File: config.mk
export PLATFORM = sky130hd
export DESIGN_NAME = spi_write_multi
export DESIGN_NICKNAME = d
export VERILOG_FILES = /design/src/rtl/spi_write_multi.sv
export SDC_FILE = /design/constraint.sdc
export NUM_CORES = 1
export LEC_CHECK = 0
export CAP_MARGIN = 20
export CORE_AREA = 2 2 74 76
export DETAILED_ROUTE_END_ITERATION = 12
export DIE_AREA = 0 0 76 78
export SYNTH_ARGS = -nofsm -noshare
export SYNTH_HDL_FRONTEND = slang
export SYNTH_SLANG_ARGS = --single-unit
File: constraint.sdc
create_clock -name clk_i -period 5.03 [get_ports clk_i]
set_input_delay 1.509 -clock clk_i [delete_from_list [all_inputs] [get_ports clk_i]]
set_output_delay 1.509 -clock clk_i [all_outputs]
set_load 0.05 [all_outputs]
File: src/rtl/spi_write_multi.sv
// SPI write master: serialises one Width-bit command per start request onto one of
// NumCs active-low chip selects, CPHA=0, with programmable CPOL, bit order and SCLK divider.
module spi_write_multi #(
   parameter int Width    = 8,
   parameter int NumCs    = 4,
   parameter int SelWidth = 2,
   parameter int DivWidth = 8
) (
   input  logic                clk_i,
   input  logic                rst_i,
   input  logic                strw_i,
   input  logic [Width-1:0]    cmd_i,
   input  logic [DivWidth-1:0] kmax_i,
   input  logic [SelWidth-1:0] cs_sel_i,
   input  logic                cpol_i,
   input  logic                lsb_first_i,
   output logic                mosi_o,
   output logic                dclk_o,
   output logic [NumCs-1:0]    cs_o,
   output logic                busy_o,
   output logic                eow_o,
   output logic                err_o
);

   localparam int                BitW    = $clog2(Width + 1);
   localparam logic [SelWidth:0] NumCsW  = (SelWidth + 1)'(NumCs);
   localparam logic [BitW-1:0]   LastBit = BitW'(Width - 1);

   typedef enum logic [2:0] {IDLE, LEAD, HI, LO, TRAIL} state_t;

   state_t              state, state_n;
   logic [DivWidth-1:0] cnt, cnt_n;
   logic [DivWidth-1:0] kmax_q, kmax_n;
   logic [BitW-1:0]     bit_cnt, bit_cnt_n;
   logic                cpol_q, cpol_n;
   logic                lsb_q, lsb_n;
   logic [Width-1:0]    shreg, shreg_n, shifted;
   logic                mosi_n, dclk_n, busy_n, eow_n, err_n;
   logic [NumCs-1:0]    cs_n;
   logic                tick, sel_ok;

   function automatic logic [NumCs-1:0] cs_decode(input logic [SelWidth-1:0] sel);
      logic [NumCs-1:0] cs;
      cs = '1;
      for (int i = 0; i < NumCs; i++) begin
         if (sel == SelWidth'(i)) cs[i] = 1'b0;
      end
      return cs;
   endfunction

   function automatic logic pick_bit(input logic [Width-1:0] data, input logic lsb);
      return lsb ? data[0] : data[Width-1];
   endfunction

   assign tick   = (cnt == kmax_q);
   assign sel_ok = ({1'b0, cs_sel_i} < NumCsW);

   always_comb begin
      state_n   = state;
      cnt_n     = tick ? '0 : cnt + DivWidth'(1);
      kmax_n    = kmax_q;
      bit_cnt_n = bit_cnt;
      cpol_n    = cpol_q;
      lsb_n     = lsb_q;
      shreg_n   = shreg;
      shifted   = lsb_q ? (shreg >> 1) : (shreg << 1);
      mosi_n    = mosi_o;
      dclk_n    = dclk_o;
      cs_n      = cs_o;
      busy_n    = busy_o;
      eow_n     = 1'b0;
      err_n     = 1'b0;

      unique case (state)
         IDLE: begin
            cnt_n  = '0;
            dclk_n = cpol_q;
            cs_n   = '1;
            busy_n = 1'b0;
            if (strw_i && sel_ok) begin
               // Outputs are registered, so the first LEAD cycle is prepared here
               state_n   = LEAD;
               kmax_n    = kmax_i;
               cpol_n    = cpol_i;
               lsb_n     = lsb_first_i;
               shreg_n   = cmd_i;
               bit_cnt_n = '0;
               mosi_n    = pick_bit(cmd_i, lsb_first_i);
               dclk_n    = cpol_i;
               cs_n      = cs_decode(cs_sel_i);
               busy_n    = 1'b1;
            end else if (strw_i) begin
               err_n = 1'b1;
            end
         end
         LEAD: begin
            if (tick) begin
               dclk_n  = ~cpol_q;
               state_n = HI;
            end
         end
         HI: begin
            if (tick) begin
               dclk_n    = cpol_q;
               bit_cnt_n = bit_cnt + BitW'(1);
               if (bit_cnt == LastBit) begin
                  state_n = TRAIL;
               end else begin
                  shreg_n = shifted;
                  mosi_n  = pick_bit(shifted, lsb_q);
                  state_n = LO;
               end
            end
         end
         LO: begin
            if (tick) begin
               dclk_n  = ~cpol_q;
               state_n = HI;
            end
         end
         TRAIL: begin
            if (tick) begin
               cs_n    = '1;
               mosi_n  = 1'b0;
               busy_n  = 1'b0;
               eow_n   = 1'b1;
               state_n = IDLE;
            end
         end
         default: state_n = IDLE;
      endcase
   end

   always_ff @(posedge clk_i) begin
      if (!rst_i) begin
         state   <= IDLE;
         cnt     <= '0;
         kmax_q  <= '0;
         bit_cnt <= '0;
         cpol_q  <= 1'b0;
         lsb_q   <= 1'b0;
         mosi_o  <= 1'b0;
         dclk_o  <= 1'b0;
         cs_o    <= '1;
         busy_o  <= 1'b0;
         eow_o   <= 1'b0;
         err_o   <= 1'b0;
      end else begin
         state   <= state_n;
         cnt     <= cnt_n;
         kmax_q  <= kmax_n;
         bit_cnt <= bit_cnt_n;
         cpol_q  <= cpol_n;
         lsb_q   <= lsb_n;
         mosi_o  <= mosi_n;
         dclk_o  <= dclk_n;
         cs_o    <= cs_n;
         busy_o  <= busy_n;
         eow_o   <= eow_n;
         err_o   <= err_n;
      end
   end

   // Shift data is only meaningful inside a frame and needs no reset
   always_ff @(posedge clk_i) begin
      shreg <= shreg_n;
   end

endmodule

---- After elaboration in Yosys (flattened, before gate mapping) ----
Cells that the tools add are included.
word-level totals
  bits in registers ....................... 41
  bits of input ports ..................... 23
  output and inout port bits .............. 9
  logic and storage cells ................. 81
operators by class
  $add $sub $neg .......................... 2
  equal/unequal tests ..................... 14
  multiplexer cells ....................... 35
  bitwise gates (word level) .............. 2
  reduce and logical (&&, ||, !) cells .... 16
operators by type and width
  operator                                                          count
  8-bit two-way mux                                                 4
  4-bit two-way mux                                                 4
  4-bit one-hot mux with 2 select lines                             2
  8-bit one-hot mux with 2 select lines                             1
  1-bit two-way mux                                                 15
  3-bit two-way mux                                                 5
  3-bit one-hot mux with 4 select lines                             1
  8-bit by 1-bit adder with 8-bit output (second input constant)    1
  8-bit == test                                                     1
  2-bit inequality test (second input constant)                     4
  4-bit AND reduction                                               2
  3-bit by 2-bit == test with 1-bit output (second input constant)  2
  1-bit one-hot mux with 3 select lines                             2
  2-bit AND reduction                                               3
  3-bit AND reduction                                               2
  3-bit nonzero test                                                2
  5-bit AND reduction                                               1
  4-bit by 1-bit adder with 4-bit output (second input constant)    1
  2-bit == test (second input constant)                             2
  4-bit by 3-bit == test with 1-bit output (second input constant)  1
  2-bit nonzero test                                                2
  3-bit by 1-bit == test with 1-bit output (second input constant)  1
  3-bit == test (second input constant)                             1
  3-bit logical NOT                                                 1
  7 further kinds                                                   8

---- Depth between registers and ports, before layout ----
  word-level depth ........................ 5
  depth in mapped cells ................... 7
  gate-level depth less buffers ........... 6

---- Worst setup path before layout ----
No wires, ideal clock.
  path kind ............................... input port to flip-flop
  start ................................... in strw_i
  end ..................................... reg shreg[0] (enable)
  setup time .............................. 0.304 ns
  data arrival time ....................... 2.188 ns
  data required time ...................... 4.726 ns
  path slack .............................. 2.538 ns
  stages .................................. 3
  path buffers ............................ 1
  path through ............................ nand2_1 clkbuf_1 nand2_1
between the ends
  word-level cells in the longest chain between the ends .. 2
RTL lines
  what                             line  text
  start: declaration               11    input logic strw_i,
  2-bit inequality test (no line)  n/a
  4-bit AND reduction (no line)    n/a
  end signal: assignment           166   shreg <= shreg_n;
  end: declaration                 37    logic [Width-1:0] shreg, shreg_n, shifted;
Every way passes these cells.
A chain may end at the register's enable or synchronous reset.

---- Worst setup path in the final report ----
  start ................................... in rst_i
  end ..................................... reg cnt[4]
between the ends
  word-level cells in the longest chain between the ends .. 2
RTL lines
  what                          line  text
  start: declaration            10    input logic rst_i,
  1-bit NOT (no line)           n/a
  3-bit OR reduction (no line)  n/a
  end signal: assignment        150   cnt <= cnt_n;
  end: declaration              32    logic [DivWidth-1:0] cnt, cnt_n;
Every way passes these cells.

==> metrics.md <==
| Metric | Value |
|---|---|
| Run status | `completed` |
| Final Hold Fails | `0` |
| FF+latch count, synth | `between 40 and 50` |
| P_leak | `0.000938 uW` |
| Logic pwr share | `19.9%` |
| CTS tree | `yes` |
| Ant diodes | `0` |
| CTS Hold Bufs | `0` |
| Most common cell after layout, fill and taps aside | `nand2_1` |
| CTS sink cnt | `41` |
| GPL Wtd Cong | `0.800` |
| Setup TNS | `0 ns` |
| Die Width | `76 um` |
| Layout cells sized above 1 | `under 10%` |
| Nets@finish | `274` |
| DRT Pass-1 Iters | `4` |
| Reg2Reg Depth | `4` |
| Layout Skew | `0.00782 ns` |
| Non-filler cells, final | `320` |
| DR vias/cell | `just under 5` |
| FMAX | `304 MHz` |
| Dpl cells | `312` |
| Seq/Total Area, Yosys | `45.9%` |
| Post-route cell area | `~0.0024 mm2` |
| Die Ht | `~78 um` |
| Net Count, Synth | `250` |
| All-Layer GR Usage | `14.5%` |
| Starting Density | `roughly 40%` |
| Sw power | `247 uW` |
| Core Region | `0.00504 mm2` |
| Area grow syn2layout | `22.9%` |
| Die area | `0.00593 mm2` |
| Vias in the first global route | `1506` |
| First-pass GRT wire length | `6930 um` |
| CP endpoint kind | `flip-flop` |
| YS warnings | `0` |
| Clock power share | `35.7%` |
| Clock Pin Slew Worst Setup and Hold Paths | `0.08 ns` |
| Row cnt | `26` |
| DRC Markers | `0` |
| Slew headroom | `53.7%` |
| Max Cap Violations | `0` |
| WL/cell | `12.8 um` |
| Worst-Margin Slew | `0.693 ns` |
| Syn_area_per_cell | `8.73 um2` |
| Met3 Use GR | `3.49%` |
| Dpl cell area | `between 0.002 and 0.0025 mm2` |
| Required time worst endpoint | `5.26 ns` |
| Count of port buffers added during placement | `30` |
| Met1 usage | `18.5%` |
| Switching share of power | `28.2%` |
| Max FO, Critical Path | `21` |
| Via Count | `1583` |
| Tcrit/Tclk final | `about two thirds` |
| Critical Path AT | `3.52 ns` |
| Most frequent cells in the layout | `40 x nand2_1, 33 x dfxtp_1, 30 x clkdlybuf4s50_1` |
| Fill count | `a little under 500` |
| Final number of setup-violating endpoints | `0` |
| CP Depth | `4` |
| DRT antenna net count | `0` |
| Hpwl dp | `between 2000 and 3000 um` |
| Reg power frac | `44.3%` |
| Post-synth cell types | `44` |
| Largest net degree at the start of global routing | `22` |
| Worst min-delay path class | `reg2reg` |
| H-tree depth | `2` |
| I/O pin count | `32` |
| Crit Path Category | `in2reg` |
| Launching element type of the critical path | `input pin` |
| Crit path time final | `3.29 ns` |
| Post-CTS setup buffer count | `0` |
| Hold Worst Slack | `0.462 ns` |
| PD cells | `364 mW/mm2` |
| Hold Path Depth | `2` |
| TritonCTS Buffers | `5` |
| RSZ-0062 raised after global routing | `no` |
| CP max stage delay | `0.78 ns` |
| Initial antenna violation count | `0` |
| Slowest CP cell | `clkdlybuf4s50_1` |
| Overflow after GRT | `0` |
| Post-Route WL | `4090 um` |
| Max VDD drop | `0.000205 V` |
| Post-cts resize count | `0` |
| Clock Latency Late Sink | `0.29 ns` |
| GRT busiest layer | `met2` |
| Post-Syn Area | `just under 0.002 mm2` |
| Clk buf depth | `2` |
| GR Util met2 | `23.8%` |
| Final slew viol count | `0` |
| Buf/Inv on CP | `2` |
| Pint | `about 630 uW` |
| Layout Utilization | `47.9%` |
| Worst path cell trace | `clkdlybuf4s50_1 > inv_1 > or3_1 > nor2_1` |
| Syn Inst Count | `225` |
| Initial DRC count | `96` |
| Root buffer cell | `clkbuf_8` |
| Cell family with most CP delay | `buffers and inverters` |
==> stage by stage <==
stage / total power [uW] / setup slack (ns)
after floorplan: 522 / 2.54
after global placement: 571 / 1.46
after detailed placement: 572 / 1.44
after CTS: 884 / 1.76
after global routing: 925 / 1.62
final: 878 / 1.74
==> registers in the layout, summed over array words and instances (netlist names) <==
name / count
dclk_o: 1
cpol_q: 1
cs_o: 4
lsb_q: 1
eow_o: 1
state: 3
cnt: 8
kmax_q: 8
mosi_o: 1
shreg: 8
bit_cnt: 4
busy_o: 1
==> synthesized netlist by cell type <==
cell type	count	area, um2
and4b_1	1	10.0
or3_1	2	12.5
buf_6	2	22.5
edfxtp_1	8	240
mux2i_1	8	80.1
dfxtp_1	33	661
clkbuf_1	6	22.5
conb_1	1	3.75
o2111ai_1	1	8.76
o211ai_1	4	30.0
and2_1	2	12.5
xor2_1	13	114
or2_2	1	6.26
nand4b_1	1	8.76
o21ai_0	12	60.1
o22a_1	1	8.76
a211oi_1	1	7.51
o21ai_2	1	8.76
ha_1	2	25.0
nand2b_1	1	6.26
a21boi_0	1	7.51
buf_1	1	3.75
nand3_1	9	45.0
nor3_1	5	25.0
a21oi_1	14	70.1
buf_2	3	15.0
nor4_2	2	25.0
inv_1	8	30.0
nand2_1	40	150
mux2_2	2	22.5
a22oi_1	1	7.51
and3_1	2	12.5
o21a_1	1	7.51
and3_2	1	7.51
nand3b_1	1	7.51
nor3b_1	1	7.51
a31oi_1	6	37.5
nor2_1	17	63.8
nand2_2	1	6.26
a31o_2	2	17.5
xnor2_1	2	17.5
buf_4	1	7.51
nor4_1	2	12.5
o31ai_1	1	7.51
==> cell families after synthesis <==
logic type	synth area share (%)
xor gates and xnor gates	6.69
muxes	5.23
buffers and inverters	5.16
DFF	45.9
AOI/OAI and AO/OA	14.2
and+or+nand+nor	21.4
other	0.191
adders and majority gates	1.27
==> layer usage <==
metal | part of all wire (%) | wire, um | vias to the layer above
li1 | - | - | 830
met1 | 48 | 1940 | 721
met2 | 47 | 1930 | 27
met3 | 3.7 | 151 | 5
met4 | 1.6 | 65 | 0
met5 | 0 | 0 | -
==> cell type report <==
type                            instances  area, um2  area share, %
Multi-Input combinational cell        163        961           39.8
Sequential cell                        41        901           37.3
Timing Repair Buffer                   30        300           12.4
Tap cell                               70       87.6           3.63
Clock buffer                            5       68.8           2.85
Clock inverter                          3       65.1           2.70
Inverter                                8       30.0           1.24
==> path summary, 6_finish.rpt <==
path,slack [ns],end,from
max,1.74,cnt[4],rst_i
min,0.46,cs_o[0],cs_o[0]
max reg2reg,2.85,shreg[6],state[2]
min reg2reg,0.46,cs_o[0],cs_o[0]
==> worst reg2reg max path: stages, from the launching register on <==
cell and delay [ns]:
dfxtp_1 0.41, nand2b_1 0.26, or2_2 0.46, or3_1 0.43, nand2_1 0.29
==> power groups by stage <==
stage	registers [uW]	logic, uW	clock network, uW
2_1_floorplan	406	117	0
3_3_place_gp	397	174	0
3_5_place_dp	397	175	0
4_1_cts	389	176	319
5_1_grt	394	194	337
6_report	389	175	314
Note: power is estimated with default switching activity, not from simulation.
